[config.mk]
export PLATFORM = sky130hd
export DESIGN_NAME = demux1a8_tdm
export DESIGN_NICKNAME = d
export VERILOG_FILES = /design/src/rtl/demux1a8_tdm_pkg.sv /design/src/rtl/demux_slot_ctr.sv /design/src/rtl/demux1a8_tdm.sv
export SDC_FILE = /design/constraint.sdc
export NUM_CORES = 1
export LEC_CHECK = 0
export ABC_CLOCK_PERIOD_IN_PS = 5300
export CORE_MARGIN = 2
export CORE_UTILIZATION = 55
export DETAILED_ROUTE_END_ITERATION = 10
export GPL_TIMING_DRIVEN = 1
export MAX_ROUTING_LAYER = met4
export PLACE_DENSITY_LB_ADDON = 0.3
export SETUP_SLACK_MARGIN = 0.4
export SLEW_MARGIN = 0
export SYNTH_ARGS = -nofsm -noshare
export SYNTH_HDL_FRONTEND = slang
export SYNTH_SLANG_ARGS = --single-unit
[constraint.sdc]
create_clock -name clk -period 5.3 [get_ports clk]
set_input_delay 1.06 -clock clk [delete_from_list [all_inputs] [get_ports clk]]
set_output_delay 1.06 -clock clk [all_outputs]
set_load 0.005 [all_outputs]
[src/rtl/demux1a8_tdm_pkg.sv]
// Shared types and constants for the 1:8 TDM demultiplexer.
// Lane count, slot width, lock states and default miss tolerance.
package demux1a8_tdm_pkg;

  localparam int LANES          = 8;
  localparam int SLOT_W         = 3;
  localparam int MISS_LIMIT_DEF = 2;

  typedef enum logic {
    HUNT   = 1'b0,
    LOCKED = 1'b1
  } state_t;

endpackage

[src/rtl/demux_slot_ctr.sv]
// TDM slot counter: clear, load-to-1 and wrapping increment.
// Priority is clr > load1 > inc; idle otherwise.
module demux_slot_ctr
  import demux1a8_tdm_pkg::*;
(
  input  logic              clk,
  input  logic              rst_n,
  input  logic              clr,
  input  logic              load1,
  input  logic              inc,
  output logic [SLOT_W-1:0] slot
);

  always_ff @(posedge clk or negedge rst_n) begin
    if (!rst_n) begin
      slot <= '0;
    end else if (clr) begin
      slot <= '0;
    end else if (load1) begin
      slot <= SLOT_W'(1);
    end else if (inc) begin
      slot <= slot + SLOT_W'(1);
    end
  end

endmodule

[src/rtl/demux1a8_tdm.sv]
// 1:8 TDM demultiplexer with frame lock, flywheel and resync.
// One serial bit per enabled slot; full frames leave on dout.
module demux1a8_tdm
  import demux1a8_tdm_pkg::*;
#(
  parameter int MISS_LIMIT = MISS_LIMIT_DEF
) (
  input  logic              clk,
  input  logic              rst_n,
  input  logic              en,
  input  logic              din,
  input  logic              frame_sync,
  output logic [SLOT_W-1:0] slot,
  output logic [LANES-1:0]  dout,
  output logic              dout_valid,
  output logic              locked,
  output logic              sync_err
);

  state_t           state;
  logic [LANES-1:0] sbuf;
  logic [2:0]       miss;

  logic s0;
  logic last;
  logic miss_hit;
  logic a_resync;
  logic a_s0_sync;
  logic a_s0_drop;
  logic a_s0_fly;
  logic a_last;
  logic a_mid;
  logic ctr_clr;
  logic ctr_ld1;
  logic ctr_inc;

  assign s0       = (slot == '0);
  assign last     = (slot == SLOT_W'(LANES - 1));
  assign miss_hit = ({1'b0, miss} + 4'd1) >= 4'(MISS_LIMIT);
  assign locked   = (state == LOCKED);

  // Disjoint LOCKED actions; a sync pulse off slot 0 always wins.
  assign a_resync  = frame_sync & ~s0;
  assign a_s0_sync = frame_sync & s0;
  assign a_s0_drop = ~frame_sync & s0 & miss_hit;
  assign a_s0_fly  = ~frame_sync & s0 & ~miss_hit;
  assign a_last    = ~frame_sync & last;
  assign a_mid     = ~frame_sync & ~s0 & ~last;

  always_comb begin
    ctr_clr = 1'b0;
    ctr_ld1 = 1'b0;
    ctr_inc = 1'b0;
    if (en) begin
      if (state == HUNT) begin
        ctr_ld1 = frame_sync;
        ctr_clr = ~frame_sync;
      end else begin
        ctr_ld1 = a_resync;
        ctr_clr = a_s0_drop;
        ctr_inc = ~a_resync & ~a_s0_drop;
      end
    end
  end

  demux_slot_ctr u_slot_ctr (
    .clk   (clk),
    .rst_n (rst_n),
    .clr   (ctr_clr),
    .load1 (ctr_ld1),
    .inc   (ctr_inc),
    .slot  (slot)
  );

  always_ff @(posedge clk or negedge rst_n) begin
    if (!rst_n) begin
      state      <= HUNT;
      sbuf       <= '0;
      miss       <= '0;
      dout       <= '0;
      dout_valid <= 1'b0;
      sync_err   <= 1'b0;
    end else begin
      dout_valid <= 1'b0;
      if (en) begin
        if (state == HUNT) begin
          if (frame_sync) begin
            sbuf[0] <= din;
            miss    <= '0;
            state   <= LOCKED;
          end
        end else begin
          unique case (1'b1)
            a_resync: begin
              sync_err <= 1'b1;
              sbuf[0]  <= din;
              miss     <= '0;
            end
            a_s0_sync: begin
              sbuf[0] <= din;
              miss    <= '0;
            end
            a_s0_drop: begin
              state <= HUNT;
              miss  <= '0;
            end
            a_s0_fly: begin
              sbuf[0] <= din;
              miss    <= miss + 3'd1;
            end
            a_last: begin
              dout       <= {din, sbuf[LANES-2:0]};
              dout_valid <= 1'b1;
            end
            a_mid: begin
              sbuf[slot] <= din;
            end
            default: ;
          endcase
        end
      end
    end
  end

endmodule

==> impl_results.md <==
* Final Wtd Congestion at around 0.85
* Vias per inst at between 5 and 6
* PnR Total Power at 500 uW
* Number of diodes at 0
* Die Y at ~50 um
* Total power divided by cell area at 355 mW/mm2
* CTS resizes at 0
* Global-route wire length before repair at slightly below 4000 um
* Ports at 19
* Syn Inst Count at ~110
* Wire length per cell at around 14 um
* Fin. Hold Viols at 0
* Num rows at 16
* FF+latch count, synth at 24
* Multi-input gate area at between 500 and 600 um2
* Crit-path max FO at 9
* Combinational Power Share at 31.5%
* Remaining DRCs at 0
* Seq pwr share at 49.3%
* Crit-path cells: clkdlybuf4s50_1 > nand2_1 > nor4_4 > nand3_1 > mux2_4
* Ratio of cells with drive above 1 in the final layout at around an eighth
* Slew headroom at a little under a third
* Hold_buf cts at 0
* Post-Route Skew at between 0.006 and 0.007 ns
* H-tree levels at 1
* Switching power at 164 uW
* Final Slew Violations at 0
* CORE AREA at just under 0.002 mm2
* Max Freq at around 400 MHz
* Final cycle utilization of the critical path at a little under half
* Non-Filler Instances at about 160
* Root Buffer: clkbuf_4
* Setup crit end kind: flip-flop
* Later-pin clock latency in the skew report at 0.32 ns
* Syn. warnings at 0
* Endpoints failing setup at 0
* Crit path largest cell delay at 0.65 ns
* Fin util at between 70% and 80%
* CTS tree: yes
* Die width at 50.1 um
* 1st-iter DRT viols at 11
* Status: complete, no violations
* GRT Total Usage at between 20% and 30%
* IO buf count at 18
* Router iterations before antenna repair at 4
* Antenna Violating Nets Remaining at 0
* Worst path slowest cell: clkdlybuf4s50_1
* Clock group share of total power at approximately a fifth
* Crit Reg-Reg Endpoint: sbuf[0]
* Clk slew on worst S/H paths at between 0.1 and 0.15 ns
* Full die area at around 0.0025 mm2
* FF-to-FF setup slack at 3.34 ns
* Avg Inst Size Synth at around 10 um2
* Min Tclk post-route at around 2.5 ns
* Sequential-to-total area share from yosys stat at about half
* Drt total wl at approximately 2200 um
* R2r worst-path depth at 6
* Hold wc startpoint: sync_err
* Worst hold stages at 1
* Max Cap Violations at 0
* Worst R2R Start: u_slot_ctr.slot[0]
* Setup CP Type: primary input to flip-flop
* DP Wirelength at 1640 um
* Remaining Overflow, GRT at 0
* Initial core utilization at between 50% and 60%
* # nets final at about 140
* Leakage power at approximately 0.00066 uW
* Syn-to-layout area delta at 20.3%
* Vias in the first global route at approximately 900
* Initial antenna violation count at 0
* CTS max path bufs at 2
* DP Cell Count at 155
* Power Internal at 336 uW
* Worst setup SP type: primary input
* Setup tns final at 0 ns
* Slew @ Worst Pin at just over 1 ns
* Net count after synthesis at ~120
* Hold-critical path endpoint: sync_err
* Cell Area, Synth at between 0.001 and 0.0015 mm2
* Setup bufs post-CTS at 0
* CP arrival at ~2.7 ns
* Num CTS Buffers at 3
* Unique cell type count in the Yosys netlist at 29
* Reg area at 601 um2
* Fillers at 155
* Sw Ratio at 32.8%
* Pin count of the biggest net entering global routing at 25
* TritonCTS Sinks at 24
* Via count at about 850
* Peak supply drop at 308 uV
* Hold/Removal Path Class: flip-flop to flip-flop
* Req. time, crit path at 5.52 ns
* RSZ-0062 raised after global routing: no
* Worst Hold Slack at roughly 0.49 ns
==> area by class of cell <==
| class | count | share of cell area [%] |
|---|---|---|
| Clock buffer | 4 | 2.58 |
| Inverter | 8 | 2.13 |
| Multi-Input combinational cell | 78 | 37.5 |
| Sequential cell | 24 | 42.6 |
| Tap cell | 27 | 2.40 |
| Timing Repair Buffer | 18 | 12.8 |
==> critical path, delay by kind of cell <==
family / cells / cell delay (ns)
AND/OR/NAND/NOR: 3 / 0.69
buffers and inverters: 1 / 0.65
multiplexers: 1 / 0.31
==> synthesized netlist by cell type (all sizes together) <==
library cell,n,area share [%]
nand2,32,10
dfrtp,24,51
inv,7,2.2
mux2,7,7.1
ha,5,5.3
nor2,4,1.3
o21ai,4,1.7
a21oi,3,1.3
and2,3,1.6
a211oi,2,1.3
a22o,2,1.5
buf,2,1.1
nand2b,2,1.9
nor2b,2,1.1
nor4,2,3.6
o221ai,2,2.0
a41o,1,0.85
clkinv,1,0.32
nand3,1,0.43
nand4b,1,0.75
o21a,1,0.64
o31a,1,0.75
or2,1,0.53
or3,1,0.53
or4,1,0.64
==> through the flow <==
stage                     cell area (um2)  setup WS [ns]
after global placement               1370           2.55
after detailed placement             1370           2.48
after global routing                 1410           2.68
after CTS                            1410           2.82
final                                1410           2.81
after floorplan                      1170           3.18
==> layer usage <==
layer / wire [um] / global-route usage (%) / up-vias
met3: 83 / 4.76 / 5
met4: 36 / 8.33 / 0
met5: 0 / - / -
met1: 1070 / 28.6 / 400
li1: - / - / 426
met2: 1010 / 32.7 / 21
==> cells by family after synthesis <==
family,Yosys count,synth area share (%)
fa+ha+maj,5,5.34
flops,24,51.3
mux,7,7.05
buf+inv,10,3.63
simple gates,50,22.7
compound gates,16,10.0
==> worst max-delay path by stage <==
| stage | end | slack, ns | cells after the start | start |
|---|---|---|---|---|
| final | sbuf[6] | 2.81 | 5 | en |
| after global routing | sbuf[6] | 2.68 | 5 | en |
| after CTS | sbuf[6] | 2.82 | 5 | en |
| after detailed placement | sbuf[6] | 2.48 | 5 | en |
| after global placement | sbuf[6] | 2.55 | 5 | en |
| after floorplan | sbuf[6] | 3.18 | 5 | en |
==> flip-flops by register name (all words and copies together) (netlist names) <==
name / count
dout: 8
dout_valid: 1
locked: 1
miss: 3
sbuf: 7
sync_err: 1
u_slot_ctr.slot: 3
==> cell usage in the layout, fill, tap and decap left out <==
cell type / n
nand2_1: 32
dfrtp_1: 24
clkdlybuf4s50_1: 18
inv_1: 7
mux2_2: 6
ha_1: 5
nor2_1: 4
o21ai_0: 4
a21oi_1: 3
and2_1: 3
clkbuf_4: 3
nor4_4: 2
nor2b_1: 2
a211oi_1: 2
a22o_1: 2
nand4b_1: 1
clkinv_1: 1
nand2b_4: 1
nand2b_2: 1
a41o_1: 1
o21a_1: 1
o31a_1: 1
o221ai_1: 1
or2_1: 1
or4_1: 1
or3_1: 1
o221ai_2: 1
nand3_1: 1
mux2_4: 1
clkbuf_8: 1
==> power groups by stage <==
stage               clock network (uW)  registers (uW)  logic (uW)
floorplan                            0             244         106
global placement                     0             248         151
detailed placement                   0             250         156
CTS                               98.1             247         159
global route                       106             251         178
finish                            95.8             246         158
Note: power is estimated with default switching activity, not from simulation.
